### config.mk
export PLATFORM = sky130hd
export DESIGN_NAME = pipe_hazard_ctrl
export DESIGN_NICKNAME = d
export VERILOG_FILES = /design/src/rtl/pipe_hazard_ctrl.sv
export SDC_FILE = /design/constraint.sdc
export NUM_CORES = 1
export LEC_CHECK = 0
export BUFFER_PORTS_ARGS = -buffer_cell sky130_fd_sc_hd__clkbuf_2
export CAP_MARGIN = 40
export CORE_UTILIZATION = 25
export CTS_BUF_LIST = sky130_fd_sc_hd__clkbuf_4
export CTS_CLUSTER_DIAMETER = 200
export DETAILED_ROUTE_END_ITERATION = 6
export SYNTH_ARGS = -nofsm -noshare
export SYNTH_HDL_FRONTEND = slang
export SYNTH_SLANG_ARGS = --single-unit
### constraint.sdc
create_clock -name clock -period 4.54 [get_ports clock]
set_clock_uncertainty 0.05 [all_clocks]
set_input_delay 0.454 -clock clock [delete_from_list [all_inputs] [get_ports clock]]
set_output_delay 0.454 -clock clock [all_outputs]
set_load 0.01 [all_outputs]
### src/rtl/pipe_hazard_ctrl.sv
// ---------------------------------------------------------------------------
// pipe_hazard_ctrl
//
// ID-stage hazard and sequencing controller for the 5-stage pipeline.
//   * Picks forwarding sources for the rs/rt operands from EX and MEM.
//   * Detects load-use hazards against the load currently in EX.
//   * Sequences the multi-cycle multiply/divide unit (IDLE/BUSY + down-counter).
//     It holds MD and HI/LO instructions in ID while that unit is busy.
//   * Stalls the front end (wpcir=0, bubble=1) and counts the stall cycles.
//
// Ports
//   clock, resetn            rising-edge clock, asynchronous active-low reset
//   id_rs, id_rt             source register numbers in ID
//   id_use_rs, id_use_rt     ID instruction really reads rs / rt
//   id_is_md, id_is_hilo     ID holds mult/div, or mfhi/mflo/mthi/mtlo
//   ex_wreg, ex_m2reg, ex_rn     EX writes a reg / is a load / destination
//   mem_wreg, mem_m2reg, mem_rn  MEM writes a reg / is a load / destination
//   fwda, fwdb               operand select: 00 rf, 01 EX alu, 10 MEM alu,
//                            11 MEM load data
//   wpcir                    1 = PC and IF/ID advance, 0 = hold
//   bubble                   1 = NOP into EX this cycle
//   md_start                 one-cycle start strobe to the MD unit
//   md_busy, md_done         MD computing / last busy cycle
//   stall_cnt                saturating count of cycles with wpcir=0
// ---------------------------------------------------------------------------
module pipe_hazard_ctrl #(
  parameter int MD_CYCLES = 32,  // legal 2..255
  parameter int CNT_W     = 16
) (
  input  logic             clock,
  input  logic             resetn,
  input  logic [4:0]       id_rs,
  input  logic [4:0]       id_rt,
  input  logic             id_use_rs,
  input  logic             id_use_rt,
  input  logic             id_is_md,
  input  logic             id_is_hilo,
  input  logic             ex_wreg,
  input  logic             ex_m2reg,
  input  logic [4:0]       ex_rn,
  input  logic             mem_wreg,
  input  logic             mem_m2reg,
  input  logic [4:0]       mem_rn,
  output logic [1:0]       fwda,
  output logic [1:0]       fwdb,
  output logic             wpcir,
  output logic             bubble,
  output logic             md_start,
  output logic             md_busy,
  output logic             md_done,
  output logic [CNT_W-1:0] stall_cnt
);

  typedef enum logic {
    IDLE = 1'b0,
    BUSY = 1'b1
  } md_state_t;

  localparam logic [7:0] CNT_INIT = 8'(MD_CYCLES - 1);

  localparam logic [1:0] FWD_RF      = 2'b00;
  localparam logic [1:0] FWD_EX_ALU  = 2'b01;
  localparam logic [1:0] FWD_MEM_ALU = 2'b10;
  localparam logic [1:0] FWD_MEM_LD  = 2'b11;

  md_state_t  state_q, state_d;
  logic [7:0] cnt_q, cnt_d;
  logic       lu, ms, stall;

  // The youngest producer wins. A load in EX has no data yet, so it is never
  // a forwarding source; the load-use stall covers that case. $0 is never
  // forwarded.
  function automatic logic [1:0] fwd_sel(
    input logic [4:0] src,
    input logic       used,
    input logic       e_wreg,
    input logic       e_m2reg,
    input logic [4:0] e_rn,
    input logic       m_wreg,
    input logic       m_m2reg,
    input logic [4:0] m_rn
  );
    logic [1:0] sel;
    sel = FWD_RF;
    if (used && (src != 5'd0)) begin
      if (e_wreg && !e_m2reg && (e_rn == src))      sel = FWD_EX_ALU;
      else if (m_wreg && !m_m2reg && (m_rn == src)) sel = FWD_MEM_ALU;
      else if (m_wreg && m_m2reg && (m_rn == src))  sel = FWD_MEM_LD;
    end
    return sel;
  endfunction

  assign fwda = fwd_sel(id_rs, id_use_rs, ex_wreg, ex_m2reg, ex_rn,
                        mem_wreg, mem_m2reg, mem_rn);
  assign fwdb = fwd_sel(id_rt, id_use_rt, ex_wreg, ex_m2reg, ex_rn,
                        mem_wreg, mem_m2reg, mem_rn);

  // The FSM outputs depend on state only. That breaks the path
  // md_busy -> ms -> stall -> md_start -> next state, so there is no
  // combinational loop.
  assign md_busy = (state_q == BUSY);
  assign md_done = (state_q == BUSY) && (cnt_q == 8'd0);

  assign lu = ex_wreg && ex_m2reg && (ex_rn != 5'd0) &&
              ((id_use_rs && (id_rs == ex_rn)) ||
               (id_use_rt && (id_rt == ex_rn)));
  assign ms       = md_busy && (id_is_md || id_is_hilo);
  assign stall    = lu || ms;
  assign wpcir    = !stall;
  assign bubble   = stall;
  assign md_start = id_is_md && !stall;

  // NOTE: every variable gets its default before the case statement. A path
  // that left one unassigned would infer a latch.
  always_comb begin
    state_d = state_q;
    cnt_d   = cnt_q;
    unique case (state_q)
      IDLE: begin
        if (md_start) begin
          state_d = BUSY;
          cnt_d   = CNT_INIT;
        end
      end
      BUSY: begin
        if (cnt_q != 8'd0) cnt_d = cnt_q - 8'd1;
        else               state_d = IDLE;
      end
      default: state_d = IDLE;
    endcase
  end

  // NOTE: state registers use non-blocking assignments, so every flop
  // samples the values from before the edge.
  always_ff @(posedge clock or negedge resetn) begin
    if (!resetn) begin
      state_q <= IDLE;
      cnt_q   <= 8'd0;
    end else begin
      state_q <= state_d;
      cnt_q   <= cnt_d;
    end
  end

  always_ff @(posedge clock or negedge resetn) begin
    if (!resetn) begin
      stall_cnt <= '0;
    end else if (stall && (stall_cnt != {CNT_W{1'b1}})) begin
      stall_cnt <= stall_cnt + CNT_W'(1);
    end
  end

endmodule

Word-level counts from Yosys, hierarchy flattened --
Index checks and enable logic that the tools add are counted.
Word-level totals: register bits after elaboration 25, memory bits (writable) 0, ROM bits 0, output and inout port bits 25, logic and storage cells 61, bits in latches 0, memories kept 0
Operators by class: multiplexer cells 14, $lt $le $gt $ge 0, divide/modulo/power cells 0, shift operators 0, reductions and logical operators 32, bitwise gates (word level) 1, $mul 0, equal/unequal tests 9, add/subtract/negate cells 2
Operators by type and width (number):
- equality test 5 bit | 6
- logical AND 1 bit | 20
- adder 16 x 1 -> 16 bit (second input constant) | 1
- 2-to-1 mux 2 bit | 8
- 2-to-1 mux 8 bit | 2
- != test 16 bit (second input constant) | 1
- case mux 8 bit (2 select lines) | 1
- nonzero test 5 bit | 3
- zero test 8 bit | 1
- nonzero test 8 bit | 1
- subtractor 8 x 1 -> 8 bit (second input constant) | 1
- zero test 1 bit | 3
- logical OR 1 bit | 3
- 2-to-1 mux 1 bit | 2
- != test 2 x 1 -> 1 bit (second input constant) | 1
- != test 2 bit (second input constant) | 1
- case mux 1 bit (2 select lines) | 1
- AND reduction 2 bit | 1
- NOT 1 bit | 1

Logic depth before layout (Yosys ltp) --
Gate-level depths: netlist of run 1.
depth in word-level cells 9, depth in mapped cells 9, depth with buffers taken out 9

Worst setup path before layout of run 1 --
No wires, ideal clock.
path type input -> register, start point input ex_rn[3], end point register stall_cnt[10], buffers on the path 1, required time 4.364 ns, setup slack 2.499 ns, stages on the path 8, data arrival time 1.866 ns, library setup time 0.126 ns, cell sequence xor2_1 > nor3_2 > and3_2 > o2111ai_4 > a2bb2oi_2 > buf_6 > nand4_2 > xnor2_2
On the way: word-level cells in the longest chain between the ends 6, elaborated cells between the ends (all ways) 10, classes of those cells 2 x eq/ne; 8 x reduce/logical
Ends and longest elaborated chain:
- start: declaration | RTL line 40 | input logic [4:0] ex_rn,
- equality test 5 bit (on tied branches) | RTL line 105, 106
- logical AND 1 bit (on tied branches) | RTL line 105, 106
- logical OR 1 bit | RTL line 105 | ((id_use_rs && (id_rs == ex_rn)) ||
- logical AND 1 bit * | RTL line 104 | assign lu = ex_wreg && ex_m2reg && (ex_rn != 5'd0) &&
- logical OR 1 bit * | RTL line 108 | assign stall = lu || ms;
- logical AND 1 bit * | RTL line 148 | end else if (stall && (stall_cnt != {CNT_W{1'b1}})) begin
- end signal: assignment | RTL line 149 | stall_cnt <= stall_cnt + CNT_W'(1);
- end: declaration | RTL line 51 | output logic [CNT_W-1:0] stall_cnt
Mark *: on every way between the ends. The rest lies on a longest branch, timed or not. A chain may end at the register's enable or synchronous reset.

Worst setup path after layout of run 1 --
start point register stall_cnt[4], end point register stall_cnt[15]
On the way: word-level cells in the longest chain between the ends 2, elaborated cells between the ends (all ways) 3, classes of those cells 1 x add/sub; 1 x eq/ne; 1 x reduce/logical
Ends and longest elaborated chain:
- branches (longest 2 deep; another with adder 16 x 1 -> 16 bit)
Parallel ways; which one is timed is not known.

==> results of run 1 <==
[registers in the layout, summed over array words and instances, names as in the netlist]
register   count
stall_cnt     16
md_busy        1
cnt_q          8
[worst max-delay path, stage by stage, from the launching register on]
cell,delay (ns)
dfrtp_1,0.45
and4_1,0.25
and3_1,0.22
and3_1,0.22
nand2_1,0.12
a2bb2oi_2,0.57
and4b_1,0.31
xor2_1,0.15
[logic make-up (layout without fill, tap and decap cells)]
kind of cell	Yosys count	after routing	synth area share (%)
flops	25	25	37.9
compound gates	27	27	13.0
simple gates	68	68	24.7
mux	2	2	1.29
xor+xnor	32	32	17.5
buf+inv	12	67	3.26
fa+ha+maj	3	3	2.28
[cell usage after synthesis, drive strengths merged (4+ instances only)]
| cell type | count |
|---|---|
| nand4 | 4 |
| nor2 | 7 |
| or4 | 4 |
| dfrtp | 25 |
| nand2 | 12 |
| o21ai | 7 |
| nor3 | 7 |
| and3 | 7 |
| xnor2 | 19 |
| nand3 | 13 |
| xor2 | 13 |
| a21oi | 7 |
| inv | 9 |
[layer usage]
layer	track usage, %	up-vias
met1	14.4	666
met2	18.0	32
li1	-	724
met5	0	-
met3	2.88	4
met4	2.04	0
[metrics by stage]
stage	setup WS, ns	hold WS [ns]
global placement	1.99	0.433
CTS	2.12	0.0701
detailed placement	1.96	0.441
floorplan	2.50	0.108
finish	2.14	0.0542
global route	1.95	0.0979
[final cells by class]
type,instances,area (sq um),area share [%]
timing repair buffer,54,270,13.3
tap,77,96.3,4.76
sequential,25,626,30.9
clock inverter,1,7.51,0.371
multi-input combinational,132,970,47.9
clock buffer,3,22.5,1.11
inverter,9,33.8,1.67
[cells in the final DEF (no fill, tap or decap), types with 2 or more instances in the layout]
master,synthesis,routed
or4_1,4,4
inv_1,7,7
nor2_1,7,7
clkbuf_2,1,54
o21a_1,2,2
xnor2_1,18,18
nor4_1,3,3
nand4_1,3,3
nor3_1,6,6
nand3_1,10,10
inv_2,2,2
and2_1,2,2
and3_1,6,6
nand2_1,12,12
a31oi_1,2,2
clkbuf_4,0,3
o21ai_0,7,7
dfrtp_1,25,25
ha_1,3,3
xor2_1,13,13
nand3_2,3,3
o31ai_1,3,3
a21oi_1,6,6
[power by group through the flow]
stage / Clock (mW) / Combinational (mW) / Sequential [mW]
floorplan: 0 / 0.252 / 0.377
global placement: 0 / 0.369 / 0.379
detailed placement: 0 / 0.373 / 0.379
CTS: 0.112 / 0.373 / 0.375
global route: 0.122 / 0.419 / 0.387
finish: 0.104 / 0.368 / 0.376
[path summary, 6_finish.rpt]
| kind | start | end | slack, ns | depth (start not counted) |
|---|---|---|---|---|
| hold / removal | resetn | stall_cnt[14] | 0.05 | 1 |
| setup / recovery | stall_cnt[4] | stall_cnt[15] | 2.14 | 7 |
| min in group clock | id_is_md | md_busy | 0.39 | 3 |
| hold reg to reg | stall_cnt[14] | stall_cnt[14] | 0.46 | 1 |
| max in group asynchronous | resetn | stall_cnt[2] | 3.96 | 1 |
| setup reg to reg | stall_cnt[4] | stall_cnt[15] | 2.14 | 7 |
==> metrics.md, run 1 <==
| Metric | Value |
|---|---|
| CP startpoint kind | register |
| Final min period | 2.40 ns |
| Max-slew headroom | 53.2% |
| P per Cell Area | 418 nW/um^2 |
| Post-CTS Resized | 0 |
| Sequential fraction of the synthesis area | 37.9% |
| P_leak | 0.922 nW |
| Final setup TNS | 0 ns |
| Setup Viol. Count Final | 0 |
| Top layer in use | met4 |
| Die height | 83.2 um |
| All-layer global routing usage | 10.9% |
| First-pass GRT wire length | 6.22 mm |
| Int Power | 0.485 mW |
| Ratio of cells with drive above 1 in the final layout | 33.5% |
| CORE AREA | 6350 sq um |
| Top-area cell type share of the netlist area | 37.9% |
| Number of placed instances, taps included | 297 |
| I/O pins | 55 |
| DR iter-0 viols | 37 |
| Worst path arrival time | 2.62 ns |
| VDD IR max | 0.207 mV |
| Combinational share of power | 43.4% |
| Syn Nets | 202 |
| Via density | 4.74 |
| Htree depth | 1 |
| Worst hold-check path type | input pin to async pin |
| Switching power | 0.363 mW |
| Util after Layout | 31.9% |
| Clock sinks | 25 |
| Total setup buffers inserted after CTS | 0 |
| Grt total ovfl | 0 |
| Tot Pwr | 0.848 mW |
| Ys flop type | dfrtp_1 |
| ANT nets after route | 0 |
| Number of fill cells | 654 |
| Sw Ratio | 42.8% |
| Final estimated routing congestion in global placement | 0.827 |
| Die ar. | 6920 sq um |
| Dpl hpwl | 3.00 mm |
| # DRC | 0 |
| Initial antenna violation count | 0 |
| Period Utilization, post-route | 52.9% |
| Number of flops mapped to enable cells by yosys | 0 |
| Wirelength per Cell | 12.3 um |
| Post-synth design cell area | 1650 sq um |
| Yosys warning count | 0 |
| Routed met1 length | 1.72 mm |
| Final Hold Vio Count | 0 |
| ANT cells | 0 |
| Unrepaired setup endpoints after global routing | no |
| CTS tree | built |
| Synthesis-stage register bit count | 25 |
| Clock Root Buffer | clkbuf_4 |
| Status | complete, no violations |
| Die Width | 83.2 um |
| Pin count of the biggest net entering global routing | 26 |
| Crit Path Max Fanout | 15 |
| Non-Filler Instances | 301 |
| Met3 WL | 145 um |
| Slew @ Worst Pin | 0.701 ns |
| Vias in the first global route | 1,333 |
| Hold_buf cts | 0 |
| Post-Route WL | 3.71 mm |
| Max Freq | 0.416 GHz |
| Area contributors post-synth | dfrtp_1 38%, xnor2_1 9.6%, xor2_1 6.9% |
| CP Capture Type | register |
| Final net count | 258 |
| Max Cap Viol | 0 |
| Cell Area, Placed | 2000 sq um |
| Clk pwr share | 12.2% |
| Worst skew pair latency | 0.33 ns |
| Synth-to-Final Area Change | 22.8% |
| Drt pass-1 iters | 4 |
| Yosys top cell by area | dfrtp_1 |
| Synth unique cells | 46 |
| Met2 routed WL | 1.80 mm |
| Synth async-reset ratio | 100% |
| Flop pwr share | 44.4% |
| Final Max Tran Viols | 0 |
| Crit path kind | register to register |
| Clock buffer depth | 2 |
| Synthesized area per cell | 9.76 sq um |
| Final instance area | 2030 sq um |
| CTS Buf Count | 3 |
| Vias post-DR | 1,426 |
| Worst EP required | 4.76 ns |
| Initial Util | 26.0% |
| Cell count after synthesis | 169 |
| Num rows | 29 |
| Port buffer count | 54 |
| Clk slew on worst S/H paths | 0.15 ns |
Note: power is estimated with default switching activity, not from simulation.
==> inputs of run 2 (changes only) <==
ABC_AREA = 1   (was unset)
clock period = 2.1 ns   (was 4.54 ns; I/O delays follow)
==> metrics.md, run 2 <==
| Metric | Value |
|---|---|
| I/O pins | 55 (unchanged) |
| Cell Area, Placed | 2300 sq um (+15%) |
| Via density | 4.39 (-7.2%) |
| VDD IR max | 0.255 mV (+23%) |
| Cell count after synthesis | 279 (+65%) |
| Wirelength per Cell | 10.6 um (-14%) |
| Synth async-reset ratio | 100% (unchanged) |
| All-layer global routing usage | 12.5% (+1.6 points) |
| Yosys top cell by area | dfrtp_1 |
| Hold path startpoint | id_is_md |
| Max Cap Viol | 0 (unchanged) |
| Initial Util | 26.1% (+0.16 points) |
| # DRC | 0 (unchanged) |
| Reg2Reg Setup Slack | 0.16 ns (-1.97 ns) |
| Most common cell after layout, fill and taps aside | nand2_1 |
| Met2 Resource Use GR | 22.2% (+4.2 points) |
| Sequential fraction of the synthesis area | 32.8% (-5.1 points) |
| Top-count cell post-synth | nand2_1 |
| Setup Viol. Count Final | 0 (unchanged) |
| Die ar. | 7980 sq um (+15%) |
| Clk slew on worst S/H paths | 0.15 ns (about the same) |
| Htree depth | 1 (unchanged) |
| Max Freq | 0.517 GHz (+24%) |
| Hold path endpoint | cnt_q[2] |
| Port buffer count | 54 (unchanged) |
| FF+latch area | 626 sq um (unchanged) |
| Dpl hpwl | 3.77 mm (+26%) |
| Crit Path Max Fanout | 20 (+5) |
| ANT nets after route | 0 (unchanged) |
| Final estimated routing congestion in global placement | 0.823 (-0.51%) |
| Yosys warning count | 0 (unchanged) |
| Post-Route WL | 4.65 mm (+25%) |
| First-pass GRT wire length | 7.82 mm (+26%) |
| Worst path arrival time | 2.16 ns (-0.46 ns) |
| Top-area cell type share of the netlist area | 32.8% (-5.1 points) |
| Die height | 89.3 um (+7.3%) |
| Hold WS | 0.334 ns (+0.280 ns) |
| Hold Crit Depth | 4 |
| CORE AREA | 7290 sq um (+15%) |
| CP startpoint kind | register |
| Die Width | 89.3 um (+7.3%) |
| Vias post-DR | 1,925 (+35%) |
| Worst hold-check path type | input pin to register |
| Synthesized area per cell | 6.83 sq um (-30%) |
| Syn Nets | 312 (+54%) |
| Ys flop type | dfrtp_1 |
| DR iter-0 viols | 85 (+130%) |
| Final min period | 1.94 ns (-0.467 ns) |
| Synthesis-stage register bit count | 25 (unchanged) |
| Ratio of cells with drive above 1 in the final layout | 21.8% (-12 points) |
| Period Utilization, post-route | 92.2% (+39 points) |
| CTS Buf Count | 3 (unchanged) |
| Global-route track usage on met3 | 2.59% (-0.30 points) |
| Worst EP required | 2.33 ns (-2.43 ns) |
| Grt total ovfl | 0 (unchanged) |
| Synth unique cells | 28 (-39%) |
| Clock sinks | 25 (unchanged) |
| Most common library cells after synthesis | 91 x nand2_1, 36 x inv_1, 32 x nand3_1 |
| Area contributors post-synth | dfrtp_1 33%, nand2_1 18%, nand3_1 8.4% |
| Slew @ Worst Pin | 0.642 ns (-0.0592 ns) |
| R2r startpoint | stall_cnt[0] |
| CTS tree | built |
| Multi-input gate area | 1100 sq um (+14%) |
| Crit path kind | register to register |
| R2R depth | 8 (+1) |
| Final Max Tran Viols | 0 (unchanged) |
| CP Capture Type | register |
| Unrepaired setup endpoints after global routing | no |
| Initial antenna violation count | 0 (unchanged) |
| Number of fill cells | 818 (+25%) |
| Max-slew headroom | 57.2% (+4.0 points) |
| Number of flops mapped to enable cells by yosys | 0 (unchanged) |
| Reg2reg end | stall_cnt[6] |
| Num rows | 31 (+6.9%) |
| Pin count of the biggest net entering global routing | 26 (unchanged) |
| Final instance area | 2340 sq um (+16%) |
| P_leak | 1.26 nW (+37%) |
| Final net count | 373 (+45%) |
| Gr busiest metal | met2 |
| Max reg flops | 16 (unchanged) |
| Post-synth design cell area | 1910 sq um (+16%) |
| Final Hold Vio Count | 0 (unchanged) |
| Met1 Track Usage GR | 15.8% (+1.4 points) |
| Status | complete, no violations |
| Synth-to-Final Area Change | 22.8% (about the same) |
| Final setup TNS | 0 ns (unchanged) |
| Vias in the first global route | 1,773 (+33%) |
| ANT cells | 0 (unchanged) |
| Drt pass-1 iters | 4 (unchanged) |
| Clock buffer depth | 2 (unchanged) |
| Most frequent cells in the layout | 91 x nand2_1, 54 x clkbuf_2, 36 x inv_1, 32 x nand3_1, 25 x dfrtp_1 |
| Most flop-heavy register | stall_cnt |
| Worst skew pair latency | 0.33 ns (about the same) |
| Clock Root Buffer | clkbuf_4 |
| P per Cell Area | 510 nW/um^2 (+22%) |
-- run 2: changes by cell type in the layout (fill, tap and decap cells not counted), moves of 3 or more --
cell     previous run  this run
nand4_1             3        10
and3_1              6         1
o21ai_2             0         4
or4_1               4         0
o21ai_0             7        10
buf_4               0         5
inv_1               7        36
nor2_1              7        17
xnor2_1            18         8
nand2_1            12        91
nand3_1            10        32
-- run 2: per-layer routing --
layer / wire length (um) / vias to the layer above
met5: 0 / -
met2: 2310 / 25
met4: 47 / 0
met3: 146 / 4
met1: 2140 / 876
li1: - / 1020
-- run 2: worst max path at each step --
stage | slack, ns | endpoint | start | depth (start not counted)
after global placement | 0.24 | stall_cnt[15] | stall_cnt[0] | 8
final | 0.16 | stall_cnt[6] | stall_cnt[0] | 8
after CTS | 0.14 | stall_cnt[6] | stall_cnt[0] | 8
after floorplan | 0.31 | cnt_q[1] | cnt_q[0] | 9
after detailed placement | 0.17 | stall_cnt[6] | stall_cnt[0] | 8
after global routing | 0.006 | stall_cnt[6] | stall_cnt[0] | 8
-- run 2: where the power goes --
group / switching [mW] / total, mW / leakage, nW / internal [mW]
sequential: 0.0676 / 0.597 / 0.328 / 0.529
combinational: 0.199 / 0.365 / 0.921 / 0.166
clock: 0.160 / 0.233 / 0.0139 / 0.0730
total: 0.426 / 1.19 / 1.26 / 0.768
-- run 2: cell type report --
| type | count | area share (%) |
|---|---|---|
| Tap cell | 99 | 5.29 |
| Clock inverter | 1 | 0.321 |
| Clock buffer | 3 | 0.962 |
| Timing Repair Buffer | 60 | 13.6 |
| Multi-Input combinational cell | 213 | 47.2 |
| Sequential cell | 25 | 26.7 |
| Inverter | 37 | 5.93 |
-- run 2: logic make-up after synthesis --
kind of cell	synth area share (%)
xor+xnor	9.65
simple gates	39.5
buf+inv	9.19
fa+ha+maj	1.97
compound gates	6.83
flops	32.8
-- run 2: what timing repair did --
| action | 4_1_cts | 5_1_grt |
|---|---|---|
| gates resized for setup | 0 | 0 |
| setup endpoints to repair | 0 | 0 |
| buffers inserted | 0 | 0 |
| hold buffers | 1 | 0 |
| hold endpoints to repair | 25 | 0 |
-- run 2: worst max-delay path, stage by stage, from the launching register on --
cell     delay, ns
dfrtp_1       0.43
ha_1          0.22
nand3_2       0.13
nor2_4        0.14
nand2_2       0.08
or3_4         0.43
nand2_4       0.23
nand2_1       0.11
o21ai_2       0.06
-- run 2: through the flow --
step	setup WS (ns)	utilization, %	total power [mW]	std cells
2_1_floorplan	0.306	-	0.812	279
6_report	0.164	32.1	1.19	438
5_1_grt	0.00633	32.1	1.28	438
3_5_place_dp	0.170	31.6	0.976	433
3_3_place_gp	0.243	31.6	0.971	433
4_1_cts	0.137	32.1	1.21	438
==> inputs of run 3 (changes only) <==
ABC_AREA = unset   (was 1)
==> metrics.md, run 3 (synthesis gave the netlist of run 1 again) <==
| Metric | Value |
|---|---|
| Reg2Reg Setup Slack | 0.12 ns (-0.05 ns) |
| Slew @ Worst Pin | 0.643 ns (+0.00165 ns) |
| Final estimated routing congestion in global placement | 0.842 (+2.3%) |
| Max Freq | 0.504 GHz (-2.4%) |
| CP startpoint kind | register |
| Synth-to-Final Area Change | 29.4% |
| Max reg flops | 16 (unchanged) |
| DR iter-0 viols | 45 (-47%) |
| Initial antenna violation count | 0 (unchanged) |
| CORE AREA | 6350 sq um (-13%) |
| Worst hold-check path type | input pin to register |
| Via density | 4.65 (+5.9%) |
| Worst skew pair latency | 0.34 ns (about the same) |
| Port buffer count | 54 (unchanged) |
| Final net count | 268 (-28%) |
| Final setup TNS | 0 ns (unchanged) |
| R2r startpoint | stall_cnt[4] |
| Vias in the first global route | 1,448 (-18%) |
| CP Capture Type | register |
| Drt pass-1 iters | 4 (unchanged) |
| Clock buffer depth | 2 (unchanged) |
| Initial Util | 26.0% (-0.16 points) |
| R2R depth | 8 (unchanged) |
| I/O pins | 55 (unchanged) |
| Max-slew headroom | 57.1% (-0.11 points) |
| Final Max Tran Viols | 0 (unchanged) |
| First-pass GRT wire length | 6.57 mm (-16%) |
| Sw Ratio | 41.6% (+5.9 points) |
| CTS Buf Count | 3 (unchanged) |
| Flop pwr share | 38.9% (-11 points) |
| P per Cell Area | 925 nW/um^2 (+81%) |
| Worst path arrival time | 2.20 ns (+0.04 ns) |
| Clock Root Buffer | clkbuf_4 |
| Hold path endpoint | md_busy |
| Ratio of cells with drive above 1 in the final layout | 36.8% (+15 points) |
| Switching power | 0.821 mW (+93%) |
| Worst EP required | 2.32 ns (about the same) |
| Status | complete, no violations |
| ANT cells | 0 (unchanged) |
| Clk slew on worst S/H paths | 0.16 ns (about the same) |
| Tot Pwr | 1.97 mW (+65%) |
| Clock sinks | 25 (unchanged) |
| Clk pwr share | 11.7% (-7.8 points) |
| Dpl hpwl | 3.16 mm (-16%) |
| Unrepaired setup endpoints after global routing | no |
| # DRC | 0 (unchanged) |
| Die height | 83.2 um (-6.8%) |
| Crit path kind | register to register |
| Most flop-heavy register | stall_cnt |
| Most common cell after layout, fill and taps aside | clkbuf_2 |
| Crit Path Max Fanout | 15 (-25%) |
| All-layer global routing usage | 11.6% (-0.92 points) |
| Num rows | 29 (-6.5%) |
| ANT nets after route | 0 (unchanged) |
| VDD IR max | 0.309 mV (+21%) |
| Htree depth | 1 (unchanged) |
| Number of fill cells | 654 (-20%) |
| Hold Crit Depth | 3 (-1) |
| CTS tree | built |
| Hold WS | 0.134 ns (-0.200 ns) |
| Setup Viol. Count Final | 0 (unchanged) |
| Util after Layout | 33.6% (+1.5 points) |
| Wirelength per Cell | 12.7 um (+19%) |
| Most frequent cells in the layout | 54 x clkbuf_2, 25 x dfrtp_1, 18 x xnor2_1, 13 x xor2_1, 11 x nand2_1 |
| Post-Route WL | 3.94 mm (-15%) |
| Max Cap Viol | 0 (unchanged) |
| Int Power | 1.15 mW (+50%) |
| Final Hold Vio Count | 0 (unchanged) |
| Die Width | 83.2 um (-6.8%) |
| P_leak | 0.978 nW (-23%) |
| Grt total ovfl | 0 (unchanged) |
| Hold path startpoint | id_is_md |
| Final min period | 1.98 ns (+0.0484 ns) |
| Pin count of the biggest net entering global routing | 26 (unchanged) |
| Period Utilization, post-route | 94.5% (+2.3 points) |
| Combinational share of power | 49.4% (+19 points) |
| Vias post-DR | 1,447 (-25%) |
| Die ar. | 6920 sq um (-13%) |
| Reg2reg end | stall_cnt[15] |
[run 3: how the worst max path moves through the flow]
stage                  from       endpoint  cells past startpoint
3_3_place_gp       ex_rn[3]       cnt_q[3]                     10
6_report       stall_cnt[4]  stall_cnt[15]                      8
2_1_floorplan  stall_cnt[4]  stall_cnt[10]                      8
5_1_grt        stall_cnt[5]  stall_cnt[15]                      8
3_5_place_dp   stall_cnt[6]  stall_cnt[15]                      8
4_1_cts        stall_cnt[4]  stall_cnt[15]                      8
[run 3: cell type report]
| cell class | instances | area, sq um | area share [%] |
|---|---|---|---|
| multi-input combinational | 132 | 988 | 46.3 |
| sequential | 25 | 626 | 29.3 |
| timing repair buffer | 64 | 360 | 16.9 |
| tap | 77 | 96.3 | 4.51 |
| inverter | 9 | 33.8 | 1.58 |
| clock buffer | 3 | 22.5 | 1.06 |
| clock inverter | 1 | 7.51 | 0.352 |
[run 3: what timing repair did]
item	4_1_cts	5_1_grt
hold endpoints to repair	25	0
gates resized for setup	0	3
hold buffers	1	0
pin swaps	0	1
setup buffers	1	0
endpoints found under the setup margin	1	3
[run 3: routing by layer]
metal  part of all wire [%]  track usage [%]  vias up
li1                       -                -      734
met1                     44             14.1      688
met2                     52             20.8       23
met3                    3.5             2.68        2
met4                   0.43             2.19        0
met5                      0                0        -
[run 3: critical path, cell delays in order (launching register included)]
cell,delay (ns)
dfrtp_1,0.41
and4_1,0.22
and3_1,0.22
and3_4,0.20
nand2_2,0.10
a2bb2oi_4,0.17
buf_12,0.16
and4b_1,0.20
xor2_1,0.18
[run 3: metrics by stage]
stage | worst slack [ns] | std cells | cell area [sq um]
final | 0.116 | 311 | 2130
after global routing | 0.0335 | 311 | 2130
after CTS | 0.0158 | 311 | 2120
after detailed placement | 0.0480 | 305 | 2070
after global placement | 0.0737 | 305 | 2070
after floorplan | 0.0720 | 169 | 1650
[run 3: power by group through the flow]
stage	clock network, mW	registers [mW]	logic, mW
after floorplan	0	0.815	0.545
after global placement	0	0.778	0.950
after detailed placement	0	0.781	0.962
after CTS	0.244	0.768	0.982
after global routing	0.260	0.795	1.10
final	0.231	0.769	0.975
